--- config.mk ---
export PLATFORM = sky130hd
export DESIGN_NAME = uart_tx_buffered_flat
export DESIGN_NICKNAME = d
export VERILOG_FILES = /design/src/rtl/uart_tx_buffered_if.sv /design/src/rtl/uart_tx_buffered.sv /design/src/flat_wrapper.sv
export SDC_FILE = /design/constraint.sdc
export NUM_CORES = 1
export LEC_CHECK = 0
export ABC_AREA = 1
export CAP_MARGIN = 0
export CORE_MARGIN = 2
export CORE_UTILIZATION = 50
export CTS_CLUSTER_DIAMETER = 100
export CTS_CLUSTER_SIZE = 14
export DETAILED_ROUTE_END_ITERATION = 8
export HOLD_SLACK_MARGIN = 0.02
export PLACE_DENSITY = 0.72
export SETUP_SLACK_MARGIN = 0.02
export SLEW_MARGIN = 20
export SYNTH_ARGS = -nofsm -noshare
export SYNTH_HDL_FRONTEND = slang
export SYNTH_SLANG_ARGS = --single-unit
--- constraint.sdc ---
create_clock -name clk -period 2.7 [get_ports clk]
set_input_delay 0.405 -clock clk [delete_from_list [all_inputs] [get_ports clk]]
set_output_delay 0.405 -clock clk [all_outputs]
set_load 0.1 [all_outputs]
--- src/rtl/uart_tx_buffered_if.sv ---
// Producer-side byte handshake for the buffered UART transmitter.
// The producer drives tx_byte/tx_start; the transmitter answers with
// registered tx_busy (almost-full) and a one-cycle overflow pulse.
interface uart_tx_buffered_if;
  logic [7:0] tx_byte;
  logic       tx_start;
  logic       tx_busy;
  logic       overflow;

  // Producer side (command response generator).
  modport master (
    output tx_byte,
    output tx_start,
    input  tx_busy,
    input  overflow
  );

  // Transmitter side.
  modport slave (
    input  tx_byte,
    input  tx_start,
    output tx_busy,
    output overflow
  );
endinterface

--- src/rtl/uart_tx_buffered.sv ---
// Buffered 8N1 UART transmitter: byte FIFO in front of a bit serialiser.
// Latency: write at edge E into an idle block -> pop at E+1 -> start bit driven after E+2.
// Backpressure: registered tx_busy when count >= DEPTH-1; writes to a full FIFO are dropped with an overflow pulse.
module uart_tx_buffered #(
  parameter int CLKS_PER_BIT = 104,
  parameter int FIFO_AW      = 4
) (
  input  logic                clk,
  input  logic                rst,
  uart_tx_buffered_if.slave   bus,
  output logic                uart_txd,
  output logic                idle
);

  localparam int DEPTH       = 1 << FIFO_AW;
  localparam int DEPTH_M1    = DEPTH - 1;
  localparam int BW          = (CLKS_PER_BIT > 1) ? $clog2(CLKS_PER_BIT) : 1;
  localparam int BAUD_LAST_I = CLKS_PER_BIT - 1;

  localparam logic [FIFO_AW:0] CNT_FULL  = DEPTH[FIFO_AW:0];
  localparam logic [FIFO_AW:0] CNT_AFULL = DEPTH_M1[FIFO_AW:0];
  localparam logic [BW-1:0]    BAUD_LAST = BAUD_LAST_I[BW-1:0];

  typedef enum logic [1:0] {
    S_IDLE  = 2'd0,
    S_START = 2'd1,
    S_DATA  = 2'd2,
    S_STOP  = 2'd3
  } state_t;

  // FIFO storage and bookkeeping
  logic [7:0]         mem [DEPTH];
  logic [FIFO_AW-1:0] wr_ptr;
  logic [FIFO_AW-1:0] rd_ptr;
  logic [FIFO_AW:0]   count;
  logic [FIFO_AW:0]   count_nxt;
  logic               wr_en;
  logic               pop;

  // Serialiser state
  state_t       state;
  state_t       state_nxt;
  logic [BW-1:0] baud_cnt;
  logic [BW-1:0] baud_nxt;
  logic [2:0]   bit_idx;
  logic [2:0]   bit_idx_nxt;
  logic [7:0]   shreg;
  logic [7:0]   shreg_nxt;
  logic         txd_nxt;
  logic         baud_last;

  // Space is judged on the pre-edge count only, so a pop in the same
  // cycle never makes room for a write to a full FIFO.
  assign wr_en     = bus.tx_start && (count != CNT_FULL);
  assign baud_last = (baud_cnt == BAUD_LAST);

  // Next-state, pop request and shift-register update for the serialiser.
  always_comb begin
    state_nxt   = state;
    baud_nxt    = baud_cnt;
    bit_idx_nxt = bit_idx;
    shreg_nxt   = shreg;
    pop         = 1'b0;
    case (state)
      S_IDLE: begin
        baud_nxt = '0;
        if (count != '0) begin
          pop       = 1'b1;
          shreg_nxt = mem[rd_ptr];
          state_nxt = S_START;
        end
      end
      S_START: begin
        if (baud_last) begin
          baud_nxt    = '0;
          bit_idx_nxt = 3'd0;
          state_nxt   = S_DATA;
        end else begin
          baud_nxt = baud_cnt + BW'(1);
        end
      end
      S_DATA: begin
        if (baud_last) begin
          baud_nxt    = '0;
          shreg_nxt   = {1'b0, shreg[7:1]};
          bit_idx_nxt = bit_idx + 3'd1;
          if (bit_idx == 3'd7) begin
            state_nxt = S_STOP;
          end
        end else begin
          baud_nxt = baud_cnt + BW'(1);
        end
      end
      S_STOP: begin
        if (baud_last) begin
          baud_nxt  = '0;
          state_nxt = S_IDLE;
        end else begin
          baud_nxt = baud_cnt + BW'(1);
        end
      end
      default: begin
        state_nxt = S_IDLE;
        baud_nxt  = '0;
      end
    endcase
  end

  // Line level is a function of the current (pre-edge) state; registering
  // it puts the line one cycle behind the state machine.
  always_comb begin
    txd_nxt = 1'b1;
    case (state)
      S_START: txd_nxt = 1'b0;
      S_DATA:  txd_nxt = shreg[0];
      default: txd_nxt = 1'b1;
    endcase
  end

  // Occupancy after this edge; simultaneous write and pop cancel out.
  always_comb begin
    count_nxt = count;
    case ({wr_en, pop})
      2'b10:   count_nxt = count + (FIFO_AW + 1)'(1);
      2'b01:   count_nxt = count - (FIFO_AW + 1)'(1);
      default: count_nxt = count;
    endcase
  end

  // FIFO data array; contents need no reset since count gates every read.
  always_ff @(posedge clk) begin
    if (wr_en) begin
      mem[wr_ptr] <= bus.tx_byte;
    end
  end

  // FIFO pointers and occupancy.
  always_ff @(posedge clk) begin
    if (rst) begin
      wr_ptr <= '0;
      rd_ptr <= '0;
      count  <= '0;
    end else begin
      if (wr_en) begin
        wr_ptr <= wr_ptr + FIFO_AW'(1);
      end
      if (pop) begin
        rd_ptr <= rd_ptr + FIFO_AW'(1);
      end
      count <= count_nxt;
    end
  end

  // Serialiser state register; reset abandons any frame in flight.
  always_ff @(posedge clk) begin
    if (rst) begin
      state    <= S_IDLE;
      baud_cnt <= '0;
      bit_idx  <= 3'd0;
      shreg    <= 8'h00;
    end else begin
      state    <= state_nxt;
      baud_cnt <= baud_nxt;
      bit_idx  <= bit_idx_nxt;
      shreg    <= shreg_nxt;
    end
  end

  // Registered outputs: line, flow control, idle status and drop pulse.
  always_ff @(posedge clk) begin
    if (rst) begin
      uart_txd     <= 1'b1;
      bus.tx_busy  <= 1'b0;
      bus.overflow <= 1'b0;
      idle         <= 1'b1;
    end else begin
      uart_txd     <= txd_nxt;
      bus.tx_busy  <= (count_nxt >= CNT_AFULL);
      bus.overflow <= bus.tx_start && (count == CNT_FULL);
      idle         <= (count_nxt == '0) && (state_nxt == S_IDLE);
    end
  end

endmodule

--- src/flat_wrapper.sv ---
// flat-port wrapper written by rule: the top's interface ports become plain ports
module uart_tx_buffered_flat 
#(
  parameter int CLKS_PER_BIT = 104,
  parameter int FIFO_AW      = 4
)
  (clk, rst, uart_txd, idle, bus_tx_byte, bus_tx_start, bus_tx_busy, bus_overflow);
  uart_tx_buffered_if bus_i ();
  input  logic clk;
  input  logic rst;
  output logic uart_txd;
  output logic idle;
  input wire logic [$bits(bus_i.tx_byte)-1:0] bus_tx_byte;
  input wire logic [$bits(bus_i.tx_start)-1:0] bus_tx_start;
  output wire logic [$bits(bus_i.tx_busy)-1:0] bus_tx_busy;
  output wire logic [$bits(bus_i.overflow)-1:0] bus_overflow;
  assign bus_i.tx_byte = bus_tx_byte;
  assign bus_i.tx_start = bus_tx_start;
  assign bus_tx_busy = bus_i.tx_busy;
  assign bus_overflow = bus_i.overflow;
  uart_tx_buffered #(.CLKS_PER_BIT(CLKS_PER_BIT), .FIFO_AW(FIFO_AW)) u_core (.clk(clk), .rst(rst), .bus(bus_i), .uart_txd(uart_txd), .idle(idle));
endmodule
==> flow_summary.rst <==
.. list-table::
   :header-rows: 1

   * - Metric
     - Value
   * - Pint
     - 4944 uW
   * - Actual transition at the worst max-transition pin
     - 0.6531 ns
   * - Via/cell ratio
     - 5.834
   * - Number of hold violations in the final report
     - 0
   * - Kind of path behind the tightest hold check
     - reg -> reg
   * - Number of iterations in the first detailed-routing pass
     - 5
   * - Setup total negative slack
     - 0 ns
   * - Cells along the critical path
     - nor2_2, nand3_2, nand2_4, inv_6, ha_1, inv_1, nand2_1, nand2_1, inv_1, or2_2, nor2_1, nand3_1, nand2_1
   * - Result of the run
     - complete, no violations
   * - Post-synthesis net count
     - 636
   * - Worst Skew
     - 0.008671 ns
   * - Worst R2R Path Depth
     - 13
   * - FILL cells
     - 1104
   * - Number of rows in the core area
     - 43
   * - Critical hold path startpoint
     - u_core.baud_cnt[0]
   * - Clock share of power
     - 0.296
   * - Critical Path Slowest Stage Cell
     - dfxtp_1
   * - Post-CTS Repair Setup Buffers
     - 0
   * - Number of synthesized register bits
     - 169
   * - Number of instances in the synthesized netlist
     - 615
   * - Leakage power summed over all cells
     - 0.002802 uW
   * - Count of port buffers added during placement
     - 14
   * - Synthesized cell area
     - 6939 sq um
   * - Worst-case hold path end point
     - u_core.baud_cnt[0]
   * - Reg power frac
     - 0.416
   * - Part of the power in combinational logic
     - 0.288
   * - Width of the die
     - 121.8 um
   * - Final HPWL from detailed placement
     - 9897 um
   * - PnR worst setup slack
     - 0.5235 ns
   * - Number of top-level design ports
     - 15
   * - Largest vdd supply drop
     - 0.5350 mV
   * - Initial drt markers
     - 507
   * - Total die area
     - 14840 sq um
   * - Register-to-register setup slack
     - 0.52 ns
   * - Total count of max-transition violations in the final report
     - 0
   * - Setup Crit Path Kind
     - reg -> reg
   * - Part of the cycle the worst path needs
     - 0.8061
   * - Final critical delay including setup and external delays
     - 2.177 ns
   * - Mux contribution to synthesized area
     - 0
   * - Global-route total usage across every layer
     - 0.2250
   * - Dominant combinational cell family by area after synthesis
     - simple AND/OR/NAND/NOR gates
   * - Yosys synthesis warning count
     - 0
   * - Height of the die
     - 121.8 um
   * - Highest clock rate
     - 0.4595 GHz
   * - Initial core utilization
     - 0.5058
   * - Area added between synthesis and finish
     - 13.92%
   * - Number of maximum-capacitance violations
     - 0
   * - Clock latency reported for the late side of the worst-skew pair
     - 0.43 ns
   * - Inserted Clock Buffers
     - 17
   * - Pwr Density
     - 948.9 nW/um^2
   * - WL final
     - 15590 um
   * - Synthesized area per cell
     - 11.28 sq um
   * - Setup violation total in the final timing report
     - 0
   * - Total number of H-tree levels
     - 4
   * - Compound-gate portion of the synthesized area
     - 0.1280
   * - Maximum cell stage delay along the critical path
     - 0.38 ns
   * - Setup slack after placement
     - 0.3004 ns
   * - Arrival time reported for the critical path endpoint
     - 2.55 ns
   * - Synthesized-area fraction occupied by xor and xnor cells
     - 0.005049
   * - Nets
     - 665
   * - Number of enable-type register cells in the synthesized netlist
     - 128
   * - Switching power
     - 2557 uW
   * - Floorplan Core Area
     - 13720 sq um
   * - Post-Synth Simple-Gate Area
     - 0.1405
   * - Average wire per cell in the routed design
     - 18.63 um
   * - CTS tree
     - done
   * - GPL Wtd Cong
     - 0.8788
   * - Sequential fraction of the synthesis area
     - 0.6722
   * - Number of vias after detailed routing
     - 4883
   * - Root Buffer Master
     - clkbuf_16
   * - Global-route wire length before repair
     - 24700 um
   * - Post-synth top flop
     - edfxtp_1
   * - Maximum fanout along the worst path
     - 9
   * - Startpoint type of the worst setup path
     - flip-flop
   * - Worst Hold Depth
     - 1
   * - Number of antenna violations at the first check in global routing
     - 0
   * - Final global-route overflow total
     - 0
   * - Net switching share of the total power
     - 0.3409
   * - Critical R2R Capture
     - u_core.bus.tx_busy
   * - Number of cells upsized or downsized after cts
     - 0
   * - Count of hold-fix buffers inserted at cts
     - 0
   * - TritonCTS sink count
     - 169
   * - Via count of the first global-routing pass
     - 4753
   * - Required @ worst endpoint
     - 3.07 ns
   * - DRC errors left
     - 0
   * - Post-DRT Antenna Nets
     - 0
   * - Layout cell share with drive strength beyond 1
     - 0.1294
   * - Maximum number of pins on one net before global-route repair
     - 65
   * - Diode count
     - 0
   * - R2R Path Start
     - u_core.count[2]
   * - Kind of end point of the critical path
     - flip-flop
   * - Yosys cell types
     - 34
   * - Fraction of registers with async set or reset after synthesis
     - 0
   * - Adder-cell area share of the yosys netlist
     - 0.01803
   * - Post-route core utilization
     - 0.5762
   * - Relative max-transition margin
     - 0.5641
   * - CTS clock-pin slew for the worst setup and hold paths
     - 0.06 ns
   * - Library cell appearing most often on the critical path
     - nand2_1
   * - Clk buf depth
     - 2
   * - Unrepaired setup endpoints after global routing
     - no
-- power by group through the flow --
stage          Sequential [uW]  Combinational (uW)  Clock, uW
3_3_place_gp              3160                2070          0
5_1_grt                   3140                2380       2350
6_report                  3120                2160       2220
2_1_floorplan             3260                1460          0
4_1_cts                   3120                2140       2260
3_5_place_dp              3170                2130          0
-- worst max-delay path by stage --
| stage | slack (ns) | from | endpoint | cells after the start |
|---|---|---|---|---|
| final | 0.52 | u_core.count[2] | u_core.bus.tx_busy | 13 |
| after detailed placement | 0.30 | bus_tx_start | u_core.bus.tx_busy | 11 |
| after global placement | 0.32 | bus_tx_start | u_core.bus.tx_busy | 11 |
| after global routing | 0.35 | u_core.count[1] | u_core.bus.tx_busy | 13 |
| after floorplan | 0.76 | u_core.count[1] | u_core.bus.tx_busy | 13 |
| after CTS | 0.52 | u_core.count[1] | u_core.bus.tx_busy | 13 |
-- state kept, by name (all words and copies together), names as in the netlist, named ones only --
register,count
u_core.bus.overflow,1
u_core.rd_ptr,4
u_core.wr_ptr,4
u_core.state,2
u_core.shreg,8
u_core.bus.tx_busy,1
u_core.count,5
u_core.idle,1
u_core.mem,128
u_core.baud_cnt,7
u_core.uart_txd,1
u_core.bit_idx,3
-- cells in the mapped netlist, drive strengths merged, types with 3 or more instances --
master / n / area, sq um
a21oi: 31 / 155.2
buf: 6 / 28.77
clkbuf: 21 / 78.83
dfxtp: 41 / 820.8
edfxtp: 128 / 3844
ha: 10 / 125.1
inv: 37 / 143.9
nand2: 75 / 340.3
nand3: 30 / 175.2
nand4: 5 / 31.28
nor2: 100 / 385.4
o211ai: 8 / 60.06
o21ai: 77 / 385.4
o221ai: 23 / 201.4
o22ai: 7 / 43.79
xor2: 3 / 26.28
-- final cells by class --
type                    instances  area (sq um)  share of cell area
clock buffers                  22         454.2             0.05745
repair buffers                 37         315.3             0.03989
inverters                      37         143.9             0.01820
flip-flops and latches        169          4666              0.5902
multi-input cells             382          2023              0.2559
well taps                     180         225.2             0.02849
clock inverters                10         77.57            0.009813
-- critical path, delay by kind of cell, from the launching register on --
kind | cells | cell delay (ns)
buffers and inverters | 3 | 0.32
and+or+nand+nor | 9 | 1.07
adders and majority gates | 1 | 0.35
DFF | 1 | 0.38
-- kinds of logic (layout without fill, tap and decap cells) --
group / count (synthesis) / in the layout
xor gates and xnor gates: 4 / 4
adders and majority gates: 10 / 10
AOI/OAI and AO/OA: 151 / 151
and+or+nand+nor: 217 / 217
DFF: 169 / 169
buffers and inverters: 64 / 106
-- layer usage --
layer  wire, um  part of all wire  vias up  track usage
met3       1099             0.070       36      0.05150
li1           -                 -     2259            -
met1       6477              0.42     2367       0.2816
met2       7575              0.49      221       0.3774
met5          0                 0        -            0
met4        438             0.028        0      0.09483
-- placed cells by master (no fill, tap or decap), types with 23 or more instances in the layout --
cell,n
edfxtp_1,128
nor2_1,96
o21ai_0,76
nand2_1,63
dfxtp_1,40
a21oi_1,31
inv_1,30
buf_4,26
nand3_1,25
o221ai_1,23
-- per-stage QoR --
| stage | std cells | total power, uW | hold WS [ns] | cell area (sq um) |
|---|---|---|---|---|
| after floorplan | 615 | 4722 | 0.4179 | 6939 |
| after detailed placement | 805 | 5297 | 0.4450 | 7373 |
| after global routing | 837 | 7870 | 0.4785 | 7905 |
| final | 837 | 7501 | 0.4516 | 7905 |
| after global placement | 805 | 5233 | 0.4295 | 7373 |
| after CTS | 837 | 7511 | 0.4583 | 7905 |
Note: power is estimated with default switching activity, not from simulation.
